[config.mk]
export PLATFORM = sky130hd
export DESIGN_NAME = aes_controller
export DESIGN_NICKNAME = d
export VERILOG_FILES = /design/src/rtl/aes_controller_pkg.sv /design/src/rtl/aes_ctrl_watchdog.sv /design/src/rtl/aes_controller.sv
export SDC_FILE = /design/constraint.sdc
export NUM_CORES = 1
export LEC_CHECK = 0
export CAP_MARGIN = 10
export CORE_AREA = 2 2 270 272
export DETAILED_ROUTE_END_ITERATION = 8
export DIE_AREA = 0 0 272 274
export PLACE_DENSITY = 0.46
export SLEW_MARGIN = 10
export SYNTH_ARGS = -nofsm -noshare
export SYNTH_HDL_FRONTEND = slang
export SYNTH_SLANG_ARGS = --single-unit
export TNS_END_PERCENT = 1
[constraint.sdc]
create_clock -name clk -period 2.2 [get_ports clk]
set_input_delay 0.44 -clock clk [delete_from_list [all_inputs] [get_ports clk]]
set_output_delay 0.44 -clock clk [all_outputs]
set_load 0.01 [all_outputs]
[src/rtl/aes_controller_pkg.sv]
// aes_controller_pkg
//   Shared definitions for the AES sequencer: block/key widths, the
//   controller state encoding and the bit positions inside the sticky
//   error vector.
package aes_controller_pkg;

  localparam int KEY_S = 128;  // key width in bits
  localparam int BLK_S = 128;  // block width in bits
  localparam int NK    = 4;    // key length in 32-bit words (AES-128)

  typedef enum logic [1:0] {
    CTRL_IDLE  = 2'd0,
    CTRL_START = 2'd1,
    CTRL_WAIT  = 2'd2,
    CTRL_OUT   = 2'd3
  } ctrl_state_t;

  localparam int ERR_TIMEOUT = 0;  // err[0]: core never signalled done
  localparam int ERR_NOKEY   = 1;  // err[1]: plaintext arrived before any key

endpackage

[src/rtl/aes_ctrl_watchdog.sv]
// aes_ctrl_watchdog
//   Loadable down-counter guarding the WAIT state.
//   Ports:
//     clk, reset  - clock and synchronous active-high reset
//     i_load      - reload the counter with TIMEOUT-1
//     i_en        - count down by one (saturates at zero)
//     o_expired   - counter has reached zero
//   After a load the counter spends TIMEOUT enabled cycles before
//   o_expired is seen, i.e. expiry coincides with the TIMEOUT-th cycle.
module aes_ctrl_watchdog #(
  parameter int TIMEOUT = 1024
) (
  input  logic clk,
  input  logic reset,
  input  logic i_load,
  input  logic i_en,
  output logic o_expired
);

  localparam int CW = (TIMEOUT > 2) ? $clog2(TIMEOUT) : 1;
  localparam logic [CW-1:0] LOAD_VAL = CW'(TIMEOUT - 1);

  logic [CW-1:0] r_count;

  always_ff @(posedge clk) begin
    if (reset) begin
      r_count <= '0;
    end else if (i_load) begin
      r_count <= LOAD_VAL;
    end else if (i_en && (r_count != '0)) begin
      r_count <= r_count - CW'(1);
    end
  end

  assign o_expired = (r_count == '0);

endmodule

[src/rtl/aes_controller.sv]
// aes_controller
//   Sequencer between a 128-bit valid/ready command stream and an AES core.
//   Ports:
//     clk, reset        - clock, synchronous active-high reset
//     s_valid/s_ready   - input beat handshake; s_key selects key vs plaintext
//     s_data            - key or plaintext
//     m_valid/m_ready   - ciphertext output handshake, m_data is the block
//     aes_en            - one-cycle start pulse to the core
//     aes_key_strobe    - key expansion request, held for the whole operation
//     aes_key           - key register driven to the core
//     aes_plaintext     - plaintext register driven to the core
//     aes_en_o          - core done pulse, aes_ciphertext valid with it
//     busy              - controller not idle
//     err               - sticky: [0] watchdog timeout, [1] plaintext w/o key
//     err_clr           - clears err, wins over a same-cycle set
//     blocks_done       - ciphertexts accepted downstream (wrapping)
module aes_controller
  import aes_controller_pkg::*;
#(
  parameter int TIMEOUT = 1024,
  parameter int CNT_W   = 32
) (
  input  logic             clk,
  input  logic             reset,
  input  logic             s_valid,
  output logic             s_ready,
  input  logic             s_key,
  input  logic [BLK_S-1:0] s_data,
  output logic             m_valid,
  input  logic             m_ready,
  output logic [BLK_S-1:0] m_data,
  output logic             aes_en,
  output logic             aes_key_strobe,
  output logic [KEY_S-1:0] aes_key,
  output logic [BLK_S-1:0] aes_plaintext,
  input  logic             aes_en_o,
  input  logic [BLK_S-1:0] aes_ciphertext,
  output logic             busy,
  output logic [1:0]       err,
  input  logic             err_clr,
  output logic [CNT_W-1:0] blocks_done
);

  ctrl_state_t      r_state,     w_state_next;
  logic [KEY_S-1:0] r_key,       w_key_next;
  logic [BLK_S-1:0] r_pt,        w_pt_next;
  logic [BLK_S-1:0] r_m_data,    w_m_data_next;
  logic             r_m_valid,   w_m_valid_next;
  logic             r_key_valid, w_key_valid_next;
  logic             r_key_dirty, w_key_dirty_next;
  logic             r_strobe,    w_strobe_next;
  logic [1:0]       r_err,       w_err_next;
  logic [1:0]       w_err_set;
  logic [CNT_W-1:0] r_blocks,    w_blocks_next;

  logic w_s_fire;
  logic w_wd_load;
  logic w_wd_en;
  logic w_wd_expired;

  // s_ready is masked by reset so it reads 0 while reset is held, even if
  // the state register has not yet returned to IDLE.
  assign s_ready  = (r_state == CTRL_IDLE) && !reset;
  assign w_s_fire = s_valid && s_ready;

  aes_ctrl_watchdog #(
    .TIMEOUT (TIMEOUT)
  ) u_watchdog (
    .clk       (clk),
    .reset     (reset),
    .i_load    (w_wd_load),
    .i_en      (w_wd_en),
    .o_expired (w_wd_expired)
  );

  always_ff @(posedge clk) begin
    if (reset) begin
      r_state     <= CTRL_IDLE;
      r_key       <= '0;
      r_pt        <= '0;
      r_m_data    <= '0;
      r_m_valid   <= 1'b0;
      r_key_valid <= 1'b0;
      r_key_dirty <= 1'b0;
      r_strobe    <= 1'b0;
      r_err       <= '0;
      r_blocks    <= '0;
    end else begin
      r_state     <= w_state_next;
      r_key       <= w_key_next;
      r_pt        <= w_pt_next;
      r_m_data    <= w_m_data_next;
      r_m_valid   <= w_m_valid_next;
      r_key_valid <= w_key_valid_next;
      r_key_dirty <= w_key_dirty_next;
      r_strobe    <= w_strobe_next;
      r_err       <= w_err_next;
      r_blocks    <= w_blocks_next;
    end
  end

  always_comb begin
    w_state_next     = r_state;
    w_key_next       = r_key;
    w_pt_next        = r_pt;
    w_m_data_next    = r_m_data;
    w_m_valid_next   = r_m_valid;
    w_key_valid_next = r_key_valid;
    w_key_dirty_next = r_key_dirty;
    w_strobe_next    = r_strobe;
    w_blocks_next    = r_blocks;
    w_err_set        = 2'b00;
    w_wd_load        = 1'b0;
    w_wd_en          = 1'b0;

    case (r_state)
      CTRL_IDLE: begin
        if (w_s_fire) begin
          if (s_key) begin
            // Any key load, even a repeat of the same value, forces the
            // next block to re-expand.
            w_key_next       = s_data;
            w_key_valid_next = 1'b1;
            w_key_dirty_next = 1'b1;
          end else if (!r_key_valid) begin
            w_err_set[ERR_NOKEY] = 1'b1;
          end else begin
            w_pt_next     = s_data;
            w_strobe_next = r_key_dirty;
            w_state_next  = CTRL_START;
          end
        end
      end

      CTRL_START: begin
        w_wd_load    = 1'b1;
        w_state_next = CTRL_WAIT;
      end

      CTRL_WAIT: begin
        w_wd_en = 1'b1;
        // The done pulse is tested first so it wins over a simultaneous expiry.
        if (aes_en_o) begin
          w_m_data_next    = aes_ciphertext;
          w_m_valid_next   = 1'b1;
          w_key_dirty_next = 1'b0;
          w_strobe_next    = 1'b0;
          w_state_next     = CTRL_OUT;
        end else if (w_wd_expired) begin
          // Core state is unknown after an abort, so the round keys
          // cannot be trusted: re-expand on the next block.
          w_err_set[ERR_TIMEOUT] = 1'b1;
          w_strobe_next          = 1'b0;
          w_key_dirty_next       = 1'b1;
          w_state_next           = CTRL_IDLE;
        end
      end

      CTRL_OUT: begin
        if (m_ready) begin
          w_m_valid_next = 1'b0;
          w_blocks_next  = r_blocks + CNT_W'(1);
          w_state_next   = CTRL_IDLE;
        end
      end

      default: begin
        w_state_next = CTRL_IDLE;
      end
    endcase

    w_err_next = err_clr ? 2'b00 : (r_err | w_err_set);
  end

  assign m_valid        = r_m_valid;
  assign m_data         = r_m_data;
  assign aes_en         = (r_state == CTRL_START);
  assign aes_key_strobe = r_strobe;
  assign aes_key        = r_key;
  assign aes_plaintext  = r_pt;
  assign busy           = (r_state != CTRL_IDLE);
  assign err            = r_err;
  assign blocks_done    = r_blocks;

endmodule
==> reports/results.ini <==
[power]
p_seq_frac = 0.449
p_sw_uw = 4107
cellPowerDensity_mw_per_mm2 = 698.8
power_leakage_uw = 0.008507
netSwitchingFraction = 0.2300
intPower_uw = 13750
p_comb_frac = 0.072
p_clk_frac = 0.479
ir_drop_mv = 0.5808

[logic_synthesis]
synthArstFlopShare = 0
ys_ff_latch = 434
synthCells = 1964
yosysWarnings = 0
synthDominantCellAreaShare = 0.5616
synth_area_mm2 = 0.01547
synth_enable_flop_cells = 0
synth_flop_cell = dfxtp_1
yosys-top-cells-area = dfxtp_1 56%, nand2_1 19%, a21oi_1 14%
syn_area_per_cell_um2 = 7.877
ys_seq_area_frac = 0.5616
synth.distinct_cells = 44
syn_nets = 2229
synth_largest_area_cell = dfxtp_1

[job]
drv_cap = 0

[routing]
dr.max_layer_used = met5
routedWlPerCell_um = 17.80
drt_iter0_markers = 887
viasPerCell = 4.339
drtAntennaViolNets = 0
vias = 15790
wl_met2_um = 31110
wl_met3_um = 5367
met1Wirelength_um = 26210
wl_um = 64770
drc = 0
dr.pass1.iters = 5

[grt]
grt_first_pass_wirelength_um = 95860
grt_usage = 0.1656
grt_max_degree = 182
first_global_vias = 15310
antenna_found_initial = 12
grt_overflow = 0

[sta]
fin_ws_ns = 0.1043
worst_slew_pin_slew_ns = 0.9598
fin_skew_ns = 0.02136
maxSlewHeadroom = 0.3601
report.final.slew_viol_count = 0
rsz0062_at_grt = true
fmax_ghz = 0.4772
report.final.hold_viol_count = 0
period_minus_slack_ns = 2.096
setup_viol = 0
min_period_over_period = 0.9526
fin_setup_tns_ns = 0

[clock_tree]
post_cts_buffers = 0
clkLatencyLatePin_ns = 0.59
clk_pin_slew_ns = 0.06
h-tree-depth = 2
cts_buffer_depth = 3
root_buffer = clkbuf_16
cts.sinks = 434
cts_buffers = 51
cts_hold_buf = 0
cts_tree = built

[critical_path]
critPathCaptureType = primary output
cp-start-kind = register
crit_arrival_ns = 1.66
criticalPathCategory = reg -> out
crit_fanout = 22
required_ns = 1.76

[floorplanning]
fp.dieH_um = 274
pin_count = 686
die_w_um = 272
die-area_mm2 = 0.07453
core_area_mm2 = 0.07197
rows = 99
initial_utilization = 0.2150

[finish]
drive_gt1_frac = 0.06477
n_fill_cell = 7466
finalNetCount = 2896
areaGrowthSynthToFinish_pct = 65.17

[min_path]
holdCritPathClass = in -> reg

[placed_design]
gp_congestion = 0.8199
hpwlAfterDp_um = 47470
port_buffers = 685
place_ws_ns = -0.4473

[status]
outcome = completed

## cell type report
| cell class | instances | area (µm²) | area share |
|---|---|---|---|
| flip-flops and latches | 434 | 8690 | 0.3401 |
| multi-input cells | 1372 | 6211 | 0.2431 |
| clock buffers | 77 | 1505 | 0.05891 |
| clock inverters | 16 | 175.2 | 0.006855 |
| diodes | 8 | 20.02 | 0.0007835 |
| well taps | 959 | 1200 | 0.04696 |
| inverters | 13 | 48.80 | 0.001910 |
| repair buffers | 759 | 7702 | 0.3014 |
## cell usage after synthesis, types with 2 or more instances
cell type,count
xor2_1,4
buf_2,16
o21ai_0,12
or4_1,20
o221a_2,2
a21oi_1,418
dfxtp_1,434
or3_1,9
nand4_1,13
nand3_1,13
clkbuf_1,124
and3_1,2
nand2_1,787
nor2_1,19
nor2b_1,3
nor4_1,2
o211ai_1,2
and4_1,5
nand2b_1,4
a31oi_1,8
inv_1,13
ha_1,2
buf_1,4
o31ai_1,16
and2_1,2
nor3_1,6
or4b_1,2
xnor2_1,5
or2_2,2
## registers in the layout, indices dropped and copies added, names as in the netlist
signal	flops
aes_key_strobe	1
r_key_valid	1
r_state	2
aes_key	128
m_valid	1
err	2
r_key_dirty	1
blocks_done	32
u_watchdog.r_count	10
aes_plaintext	128
m_data	128
## through the flow
stage / std cells / power, µW / hold WS [ns] / utilization / area (µm²)
2_1_floorplan: 1964 / 8556 / 0.4544 / - / 15470
3_3_place_gp: 3537 / 9487 / 0.4417 / 0.3311 / 23830
3_5_place_dp: 3537 / 9491 / 0.4459 / 0.3311 / 23830
4_1_cts: 3630 / 18160 / 0.3444 / 0.3545 / 25510
5_1_grt: 3638 / 18600 / 0.3573 / 0.3550 / 25550
6_report: 3638 / 17860 / 0.3912 / 0.3550 / 25550
## worst paths after layout
path / startpoint / endpoint / slack [ns] / depth (start not counted)
min: aes_ciphertext[4] / m_data[4]$_SDFFE_PP0P_ / 0.39 / 3
max: r_state[1]$_SDFFE_PP0P_ / s_ready / 0.10 / 4
max reg2reg: blocks_done[2]$_SDFFE_PP0P_ / blocks_done[28]$_SDFFE_PP0P_ / 0.11 / 5
min reg2reg: aes_plaintext[97]$_SDFFE_PP0P_ / aes_plaintext[97]$_SDFFE_PP0P_ / 0.45 / 2
## power by group through the flow
stage / Combinational, µW / Sequential [µW] / Clock (µW)
after detailed placement: 1290 / 8200 / 0
after global placement: 1290 / 8190 / 0
final: 1280 / 8020 / 8550
after global routing: 1380 / 8030 / 9190
after floorplan: 317 / 8240 / 0
after CTS: 1300 / 8020 / 8830
## logic make-up (layout without fill, tap and decap cells)
kind of cell,Yosys count,in the layout,synth area share
other,0,8,0
adder cells (fa/ha/maj),2,2,0.001617
XOR/XNOR,9,9,0.005095
flip-flops,434,434,0.5616
AND/OR/NAND/NOR,894,894,0.2337
buffers and inverters,158,865,0.04012
multiplexers,2,2,0.001375
AO/OA/AOI/OAI,465,465,0.1565
## critical path, stage by stage (launching register included)
cell             delay (ns)
dfxtp_1                0.31
buf_6                  0.16
nor3_1                 0.19
buf_4                  0.16
clkdlybuf4s15_2        0.25
## routing by layer
layer	GRT usage	vias to the layer above
li1	-	7801
met1	0.1925	7366
met2	0.2803	525
met3	0.05701	92
met4	0.06348	2
met5	0	-
## what timing repair did
item,4_1_cts,5_1_grt
gates resized for setup,7,6
setup endpoints to repair,3,9
pin swaps,0,0
## layout by cell type, fill, tap and decap left out, drive strengths merged, types with 2 or more instances in the layout
cell | netlist | final
a31oi | 8 | 8
xnor2 | 5 | 5
dfxtp | 434 | 434
clkinv | 0 | 10
nor2b | 3 | 3
inv | 13 | 14
clkinvlp | 0 | 2
nor4 | 2 | 2
nand3 | 13 | 13
clkdlybuf4s15 | 0 | 2
nor3 | 6 | 6
xor2 | 4 | 4
and3 | 2 | 2
buf | 21 | 75
nor2 | 19 | 19
nand2 | 787 | 787
or4b | 2 | 2
or2 | 3 | 3
or4 | 20 | 20
ha | 2 | 2
and2 | 2 | 2
o211ai | 2 | 2
bufinv | 0 | 3
clkbuf | 124 | 77
clkdlybuf4s50 | 0 | 680
and4 | 5 | 5
nand4 | 14 | 14
nand2b | 4 | 4
o21ai | 12 | 12
or3 | 9 | 9
diode | 0 | 8
a21oi | 418 | 418
o221a | 2 | 2
o31ai | 16 | 16
Note: power is estimated with default switching activity, not from simulation.
